==> src/rtl/mux_unstriping.sv <==
// Two-lane receive unstriper: merges even (lane 0) and odd (lane 1) words into one ordered stream.
// Optional sticky drop flag err_overflow when UNSTRIPE_ERR_EN is defined.
module mux_unstriping #(
    parameter int unsigned DEPTH = 4,
    parameter int unsigned AW    = 2
) (
    input  logic        clk_2f,
    input  logic        reset_L,
    input  logic [31:0] data_in0,
    input  logic        valid_in0,
    input  logic [31:0] data_in1,
    input  logic        valid_in1,
    output logic [31:0] data_out,
    output logic        valid_out,
    output logic        fifo_full0,
    output logic        fifo_full1
`ifdef UNSTRIPE_ERR_EN
    ,
    output logic        err_overflow
`endif
);

    localparam logic [AW:0] CntFull = (AW+1)'(DEPTH);

    logic [31:0]   mem0_q [DEPTH];
    logic [31:0]   mem1_q [DEPTH];
    logic [AW-1:0] wr0_q, rd0_q, wr1_q, rd1_q;
    logic [AW-1:0] wr0_d, rd0_d, wr1_d, rd1_d;
    logic [AW:0]   cnt0_q, cnt1_q, cnt0_d, cnt1_d;
    logic          sel_q, sel_d;
    logic [31:0]   data_q, data_d;
    logic          valid_q, valid_d;
    logic          pop0, pop1, push0, push1;

    always_comb begin
        // Only the selected lane may pop, so lane 1 never overtakes a missing lane 0 word.
        pop0  = !sel_q && (cnt0_q != '0);
        pop1  = sel_q && (cnt1_q != '0);
        push0 = valid_in0 && ((cnt0_q < CntFull) || pop0);
        push1 = valid_in1 && ((cnt1_q < CntFull) || pop1);

        wr0_d   = push0 ? wr0_q + AW'(1) : wr0_q;
        wr1_d   = push1 ? wr1_q + AW'(1) : wr1_q;
        rd0_d   = pop0 ? rd0_q + AW'(1) : rd0_q;
        rd1_d   = pop1 ? rd1_q + AW'(1) : rd1_q;
        cnt0_d  = cnt0_q + (AW+1)'(push0) - (AW+1)'(pop0);
        cnt1_d  = cnt1_q + (AW+1)'(push1) - (AW+1)'(pop1);

        sel_d   = sel_q;
        data_d  = data_q;
        valid_d = 1'b0;
        if (pop0) begin
            data_d  = mem0_q[rd0_q];
            valid_d = 1'b1;
            sel_d   = 1'b1;
        end else if (pop1) begin
            data_d  = mem1_q[rd1_q];
            valid_d = 1'b1;
            sel_d   = 1'b0;
        end
    end

    // Storage is not reset; pointers and counts define what is live.
    always_ff @(posedge clk_2f) begin
        if (reset_L && push0) mem0_q[wr0_q] <= data_in0;
        if (reset_L && push1) mem1_q[wr1_q] <= data_in1;
    end

    always_ff @(posedge clk_2f) begin
        if (!reset_L) begin
            wr0_q   <= '0;
            rd0_q   <= '0;
            wr1_q   <= '0;
            rd1_q   <= '0;
            cnt0_q  <= '0;
            cnt1_q  <= '0;
            sel_q   <= 1'b0;
            data_q  <= '0;
            valid_q <= 1'b0;
        end else begin
            wr0_q   <= wr0_d;
            rd0_q   <= rd0_d;
            wr1_q   <= wr1_d;
            rd1_q   <= rd1_d;
            cnt0_q  <= cnt0_d;
            cnt1_q  <= cnt1_d;
            sel_q   <= sel_d;
            data_q  <= data_d;
            valid_q <= valid_d;
        end
    end

    assign data_out   = data_q;
    assign valid_out  = valid_q;
    assign fifo_full0 = (cnt0_q == CntFull);
    assign fifo_full1 = (cnt1_q == CntFull);

`ifdef UNSTRIPE_ERR_EN
    logic err_q;

    always_ff @(posedge clk_2f) begin
        if (!reset_L) begin
            err_q <= 1'b0;
        end else if ((valid_in0 && !push0) || (valid_in1 && !push1)) begin
            err_q <= 1'b1;
        end
    end

    assign err_overflow = err_q;
`endif

endmodule

==> config.mk <==
export PLATFORM = sky130hd
export DESIGN_NAME = mux_unstriping
export DESIGN_NICKNAME = d
export VERILOG_FILES = /design/src/rtl/mux_unstriping.sv
export SDC_FILE = /design/constraint.sdc
export NUM_CORES = 1
export LEC_CHECK = 0
export CORE_ASPECT_RATIO = 0.75
export CORE_MARGIN = 2
export CORE_UTILIZATION = 62
export CTS_CLUSTER_DIAMETER = 120
export DETAILED_ROUTE_END_ITERATION = 8
export GPL_ROUTABILITY_DRIVEN = 0
export GPL_TIMING_DRIVEN = 1
export PLACE_DENSITY = 0.85
export SYNTH_ARGS = -nofsm -noshare
export SYNTH_HDL_FRONTEND = slang
export SYNTH_SLANG_ARGS = --single-unit
==> constraint.sdc <==
create_clock -name clk_2f -period 7.35 [get_ports clk_2f]
set_input_delay 1.47 -clock clk_2f [delete_from_list [all_inputs] [get_ports clk_2f]]
set_output_delay 1.47 -clock clk_2f [all_outputs]
set_load 0.05 [all_outputs]
==> results of run 1 <==
==> sequential cells by signal, summed over array words and instances (netlist names), named ones only <==
register / count
wr1_q: 2
rd0_q: 2
rd1_q: 2
wr0_q: 2
mem1_q: 128
mem0_q: 128
sel_q: 1
cnt0_q: 3
valid_out: 1
data_out: 32
cnt1_q: 3
==> synth_stat cells <==
master    count  area, µm²
and3_1        8       50.1
buf_12        3       60.1
mux4_2       37        833
inv_1        16       60.1
nand2_1       2       7.51
o31ai_1       1       7.51
buf_1         4       15.0
mux2i_1       1       10.0
fa_1          2       40.0
a21oi_1      40        200
xnor2_1       5       43.8
edfxtp_1    256       7690
buf_2        14       70.1
ha_1         12        150
inv_2         1       3.75
o21ai_0       4       20.0
a32oi_1      32        280
dfxtp_1      52       1040
and2_1        6       37.5
clkinv_1      2       7.51
mux4_1       27        709
or3_1         3       18.8
or4_1         1       7.51
o21a_1        2       15.0
a21boi_2      1       11.3
buf_6         5       56.3
nor3_1        1       5.00
clkbuf_1     13       48.8
nand3_1       1       5.00
nor3_2        1       10.0
nor3b_1       1       7.51
o211ai_1     33        248
o31ai_4       1       21.3
nor2b_1       1       6.26
nor2_1        4       15.0
nor4_1        1       6.26
==> layout make-up <==
class / instances / area, µm²
tap: 247 / 309
multi-input combinational: 228 / 2780
clock buffer: 41 / 821
clock inverter: 11 / 111
timing repair buffer: 109 / 1070
sequential: 308 / 8730
fill: 1019 / 4660
inverter: 19 / 71.3
==> worst paths after layout <==
path | end | slack, ns | cells after the start
min reg2reg | data_out[23] | 0.49 | 2
max reg2reg | data_out[23] | 4.12 | 4
max | fifo_full1 | 3.80 | 3
min | data_out[23] | 0.49 | 2
==> cells by family (layout without fill, tap and decap cells) <==
family | count (synthesis) | count (layout) | share of synthesized area
DFF | 308 | 308 | 0.739
xor gates and xnor gates | 5 | 5 | 0.00371
muxes | 65 | 65 | 0.131
buffers and inverters | 58 | 180 | 0.0272
AOI/OAI and AO/OA | 114 | 114 | 0.0680
and+or+nand+nor | 30 | 30 | 0.0149
adders and majority gates | 14 | 14 | 0.0161
==> worst max-delay path: cells and delay by family, from the launching register on <==
family        cells  cell delay (ns)
buf+inv           2             0.93
flops             1             0.47
simple gates      1             0.15
==> power groups by stage <==
stage	clock network (mW)	registers, mW	logic, mW
after global placement	0	2.29	1.47
after detailed placement	0	2.30	1.51
after floorplan	0	2.52	0.842
after CTS	1.46	2.27	1.54
after global routing	1.53	2.29	1.62
final	1.45	2.27	1.53
==> metrics by stage <==
stage / utilization / setup WS (ns) / std cells / hold slack (ns) / power [mW]
6_report: 0.749 / 3.80 / 963 / 0.492 / 5.25
5_1_grt: 0.749 / 3.68 / 963 / 0.525 / 5.45
4_1_cts: 0.749 / 3.75 / 963 / 0.491 / 5.27
3_5_place_dp: 0.699 / 3.57 / 911 / 0.478 / 3.82
3_3_place_gp: 0.699 / 3.68 / 911 / 0.456 / 3.75
2_1_floorplan: - / 4.21 / 594 / 0.454 / 3.36
==> per-layer routing <==
layer	GRT usage	part of all wire	up-vias
met5	0	0	-
met4	0.0647	0.022	0
met3	0.0513	0.087	51
met2	0.450	0.51	333
met1	0.336	0.38	3228
li1	-	-	2684
==> impl_metrics.json, run 1 <==
{
  "coreArea_um2": 18600,
  "diodes": 0,
  "path_cells": "inv_1, nor3_1, clkdlybuf4s50_1",
  "drc": 0,
  "drive_gt1_frac": 0.142,
  "ant_nets": 0,
  "synthCells": 594,
  "vias": 6296,
  "power_frac_comb": 0.292,
  "setup_viol": 0,
  "chipHeight_um": 124,
  "status": "completed",
  "chipWidth_um": 163,
  "synth_cell_type_count": 36,
  "min_path_type": "reg2reg",
  "p_int_mw": 3.54,
  "viasPerCell": 6.54,
  "initial_core_util": 0.637,
  "ctsHoldBuffers": 0,
  "path_clk_slew_ns": 0.06,
  "nets": 776,
  "cts_buffer_depth": 3,
  "cts_buffers": 28,
  "crit_arrival_ns": 2.08,
  "final_cell_mix": "256 x edfxtp_1, 102 x clkdlybuf4s50_1, 48 x dfxtp_1",
  "cts_tree": "yes",
  "wl_per_cell_um": 26.2,
  "firstDrtPassIters": 5,
  "fin_area_um2": 13900,
  "critPathLaunch": "cnt1_q[2]",
  "syn_to_final_growth_pct": 17.7,
  "worstPathRequired_ns": 5.88,
  "fin_tns_setup_ns": 0,
  "hpwl_um": 14300,
  "drtIter0Drc": 579,
  "final_common_cell": "edfxtp_1",
  "power.switching_fraction": 0.326,
  "htreeDepth": 1,
  "post_cts_buffers": 0,
  "slowest_stage": "clkdlybuf4s50_1",
  "fin_skew_ns": 0.0105,
  "clock_latency_ns": 0.54,
  "ys_ff_latch": 308,
  "netSwitchingPower_mw": 1.71,
  "cts_root_buf": "clkbuf_16",
  "routed_wl_um": 25300,
  "max_stage_delay_ns": 0.84,
  "ys_seq_area_frac": 0.739,
  "reg2reg_from": "sel_q",
  "fin_crit_ns": 3.55,
  "placed_area_um2": 13000,
  "powerDensity_nw_per_um2": 378,
  "avgSynthCellArea_um2": 19.9,
  "yosys_warnings": 0,
  "grt_pass1_wl_um": 37700,
  "antenna_found_initial": 0,
  "power.leakage_nw": 4.44,
  "ir_worst_vdd_mv": 0.295,
  "clkPwrFrac": 0.275,
  "port_buffers": 102,
  "slew_headroom": 0.0789,
  "cts_resized": 0,
  "die-area_um2": 20200,
  "worst_slew_pin_slew_ns": 1.37,
  "end_kind": "primary output",
  "grt_pass1_vias": 6619,
  "grt_start_max_net_pins": 37,
  "cp_max_fo": 5,
  "num_rows": 43,
  "critical_path_class": "reg2out",
  "finalHoldViolCount": 0,
  "hp-start": "data_out[23]",
  "rsz0062_at_grt": "false",
  "numClockSinks": 308,
  "grt.total_usage": 0.256,
  "startpoint_type": "register",
  "overflow": 0,
  "ioPinCount": 103,
  "final.period_utilization": 0.483,
  "fmax_ghz": 0.282,
  "power_frac_seq": 0.433,
  "maxCapViolations": 0,
  "final_max_slew_viol_count": 0,
  "syn_area_um2": 11800,
  "syn-num-nets": 676
}
Note: power is estimated with default switching activity, not from simulation.
==> run 2: changes to the inputs <==
--- a/config.mk
+++ b/config.mk
@@ -7,12 +7,12 @@
 export LEC_CHECK = 0
 export CORE_ASPECT_RATIO = 0.75
 export CORE_MARGIN = 2
-export CORE_UTILIZATION = 62
+export CORE_UTILIZATION = 57
 export CTS_CLUSTER_DIAMETER = 120
 export DETAILED_ROUTE_END_ITERATION = 8
 export GPL_ROUTABILITY_DRIVEN = 0
 export GPL_TIMING_DRIVEN = 1
-export PLACE_DENSITY = 0.85
+export PLACE_DENSITY = 0.79
 export SYNTH_ARGS = -nofsm -noshare
 export SYNTH_HDL_FRONTEND = slang
 export SYNTH_SLANG_ARGS = --single-unit
==> constraint.sdc (replaced) <==
create_clock -name clk_2f -period 3.7 [get_ports clk_2f]
set_input_delay 0.74 -clock clk_2f [delete_from_list [all_inputs] [get_ports clk_2f]]
set_output_delay 0.74 -clock clk_2f [all_outputs]
set_load 0.05 [all_outputs]
==> run 2 against run 1 <==
Final area hardly changed. Global-route usage down 2.7 points. Setup slack got worse by 3.0 ns. Via count is 1.3% lower. Combinational power rose by 96%. Sequential share of layout area barely moved. Worst hold slack better by 0.0010 ns. Die area increased by 8.5%. Clock-buffer cell count down 12. Utilization fell by 6.3 points. Routed wire length decreased by 2.8%. Clock skew rose by 0.0014 ns. Critical endpoint unchanged. Highest routed layer unchanged.
==> impl_metrics.json, run 2 (same netlist as run 1, synthesis figures left out) <==
{
  "clock_latency_ns": 0.53,
  "cp_max_fo": 5,
  "power.leakage_nw": 4.45,
  "grt.total_usage": 0.229,
  "cts_tree": "yes",
  "hpwl_um": 14400,
  "cts_buffer_depth": 3,
  "chipWidth_um": 170,
  "initial_core_util": 0.583,
  "ioPinCount": 103,
  "die-area_um2": 21900,
  "final_common_cell": "edfxtp_1",
  "power.switching_fraction": 0.327,
  "reg2reg_from": "sel_q",
  "fin_tns_setup_ns": 0,
  "num_rows": 45,
  "routed_wl_um": 24600,
  "syn_to_final_growth_pct": 17.7,
  "cts_root_buf": "clkbuf_16",
  "finalHoldViolCount": 0,
  "ctsHoldBuffers": 0,
  "slew_headroom": 0.358,
  "critical_path_class": "reg2out",
  "crit_arrival_ns": 2.18,
  "diodes": 0,
  "port_buffers": 102,
  "worstPathRequired_ns": 2.96,
  "fmax_ghz": 0.343,
  "grt_pass1_vias": 6324,
  "power_frac_comb": 0.288,
  "end_kind": "primary output",
  "final.period_utilization": 0.788,
  "wl_per_cell_um": 25.2,
  "viasPerCell": 6.37,
  "path_clk_slew_ns": 0.07,
  "netSwitchingPower_mw": 3.41,
  "reg2reg_to": "cnt0_q[2]",
  "final_cell_mix": "256 x edfxtp_1, 102 x clkdlybuf4s50_1, 47 x dfxtp_1",
  "post_cts_buffers": 0,
  "nets": 778,
  "drc": 0,
  "drive_gt1_frac": 0.146,
  "seq_area_um2": 8730,
  "fin_area_um2": 13900,
  "cts_resized": 0,
  "coreArea_um2": 20300,
  "fin_crit_ns": 2.92,
  "status": "completed",
  "ant_nets": 0,
  "numClockSinks": 308,
  "setup_viol": 0,
  "fin_skew_ns": 0.0119,
  "final_core_util": 0.686,
  "drtIter0Drc": 553,
  "firstDrtPassIters": 5,
  "min_path_cells": 2,
  "grt_start_max_net_pins": 37,
  "clkPwrFrac": 0.273,
  "ir_worst_vdd_mv": 0.427,
  "power_frac_seq": 0.439,
  "vias": 6212,
  "cts_buffers": 28,
  "p_int_mw": 7.00,
  "final_max_slew_viol_count": 0,
  "worst_slew_pin_slew_ns": 0.963,
  "multi_input_area_um2": 2780,
  "antenna_found_initial": 0,
  "startpoint_type": "register",
  "dp_cells": 924,
  "overflow": 0,
  "min_path_type": "reg2reg",
  "grt_pass1_wl_um": 37300,
  "maxCapViolations": 0,
  "fin_cells": 975,
  "htreeDepth": 1,
  "powerDensity_nw_per_um2": 748,
  "placed_area_um2": 13000,
  "rsz0062_at_grt": "false",
  "reg2regPathDepth": 10,
  "fillers": 1272,
  "hp-start": "rd1_q[1]",
  "r2r_slack_ns": 1.05,
  "chipHeight_um": 129
}
==> run 2: changes by cell type in the layout (fill, tap and decap cells not counted) <==
cell and change:
clkinv_2 +4, clkinvlp_4 +1, clkbuf_8 -5, inv_6 -1
dfxtp_2 +1, buf_4 +2, clkinv_1 +6, dfxtp_1 -1
bufinv_16 +1, clkbuf_1 -7
==> run 2: power by group through the flow <==
stage	Sequential (mW)	Clock (mW)	Combinational (mW)
global placement	4.62	0	2.90
detailed placement	4.64	0	2.97
finish	4.57	2.85	3.00
floorplan	5.01	0	1.67
CTS	4.57	2.88	2.99
global route	4.63	3.03	3.15
==> run 2: per-layer routing <==
layer | track usage | wire length [µm]
met4 | 0.0468 | 501
met5 | 0 | 0
met3 | 0.0455 | 2170
met1 | 0.330 | 10200
met2 | 0.374 | 11700
==> run 2: worst max-delay path: stages (launching register included) <==
cell             delay [ns]
dfxtp_1                0.46
inv_1                  0.12
nor3_1                 0.20
clkdlybuf4s50_1        0.86
==> run 2: area by class of cell <==
class,count,share of cell area
clock buffers,29,0.0522
clock inverters,22,0.0131
repair buffers,111,0.0783
well taps,258,0.0232
flip-flops and latches,308,0.628
multi-input cells,228,0.200
inverters,19,0.00513
==> run 2: metrics by stage <==
| step | hold WS, ns | total power [mW] | setup slack (ns) |
|---|---|---|---|
| detailed placement | 0.468 | 7.62 | 0.627 |
| global route | 0.521 | 10.8 | 0.692 |
| CTS | 0.496 | 10.4 | 0.757 |
| finish | 0.493 | 10.4 | 0.784 |
| global placement | 0.452 | 7.52 | 0.756 |
| floorplan | 0.454 | 6.68 | 1.29 |
==> run 2: worst max path at each step <==
stage | startpoint | end | slack (ns) | depth (start not counted)
finish | cnt1_q[2] | fifo_full1 | 0.78 | 3
global route | cnt1_q[2] | fifo_full1 | 0.69 | 3
CTS | cnt1_q[2] | fifo_full1 | 0.76 | 3
detailed placement | valid_in0 | cnt0_q[2] | 0.63 | 10
global placement | valid_in0 | cnt0_q[2] | 0.76 | 10
floorplan | valid_in0 | cnt0_q[2] | 1.29 | 9
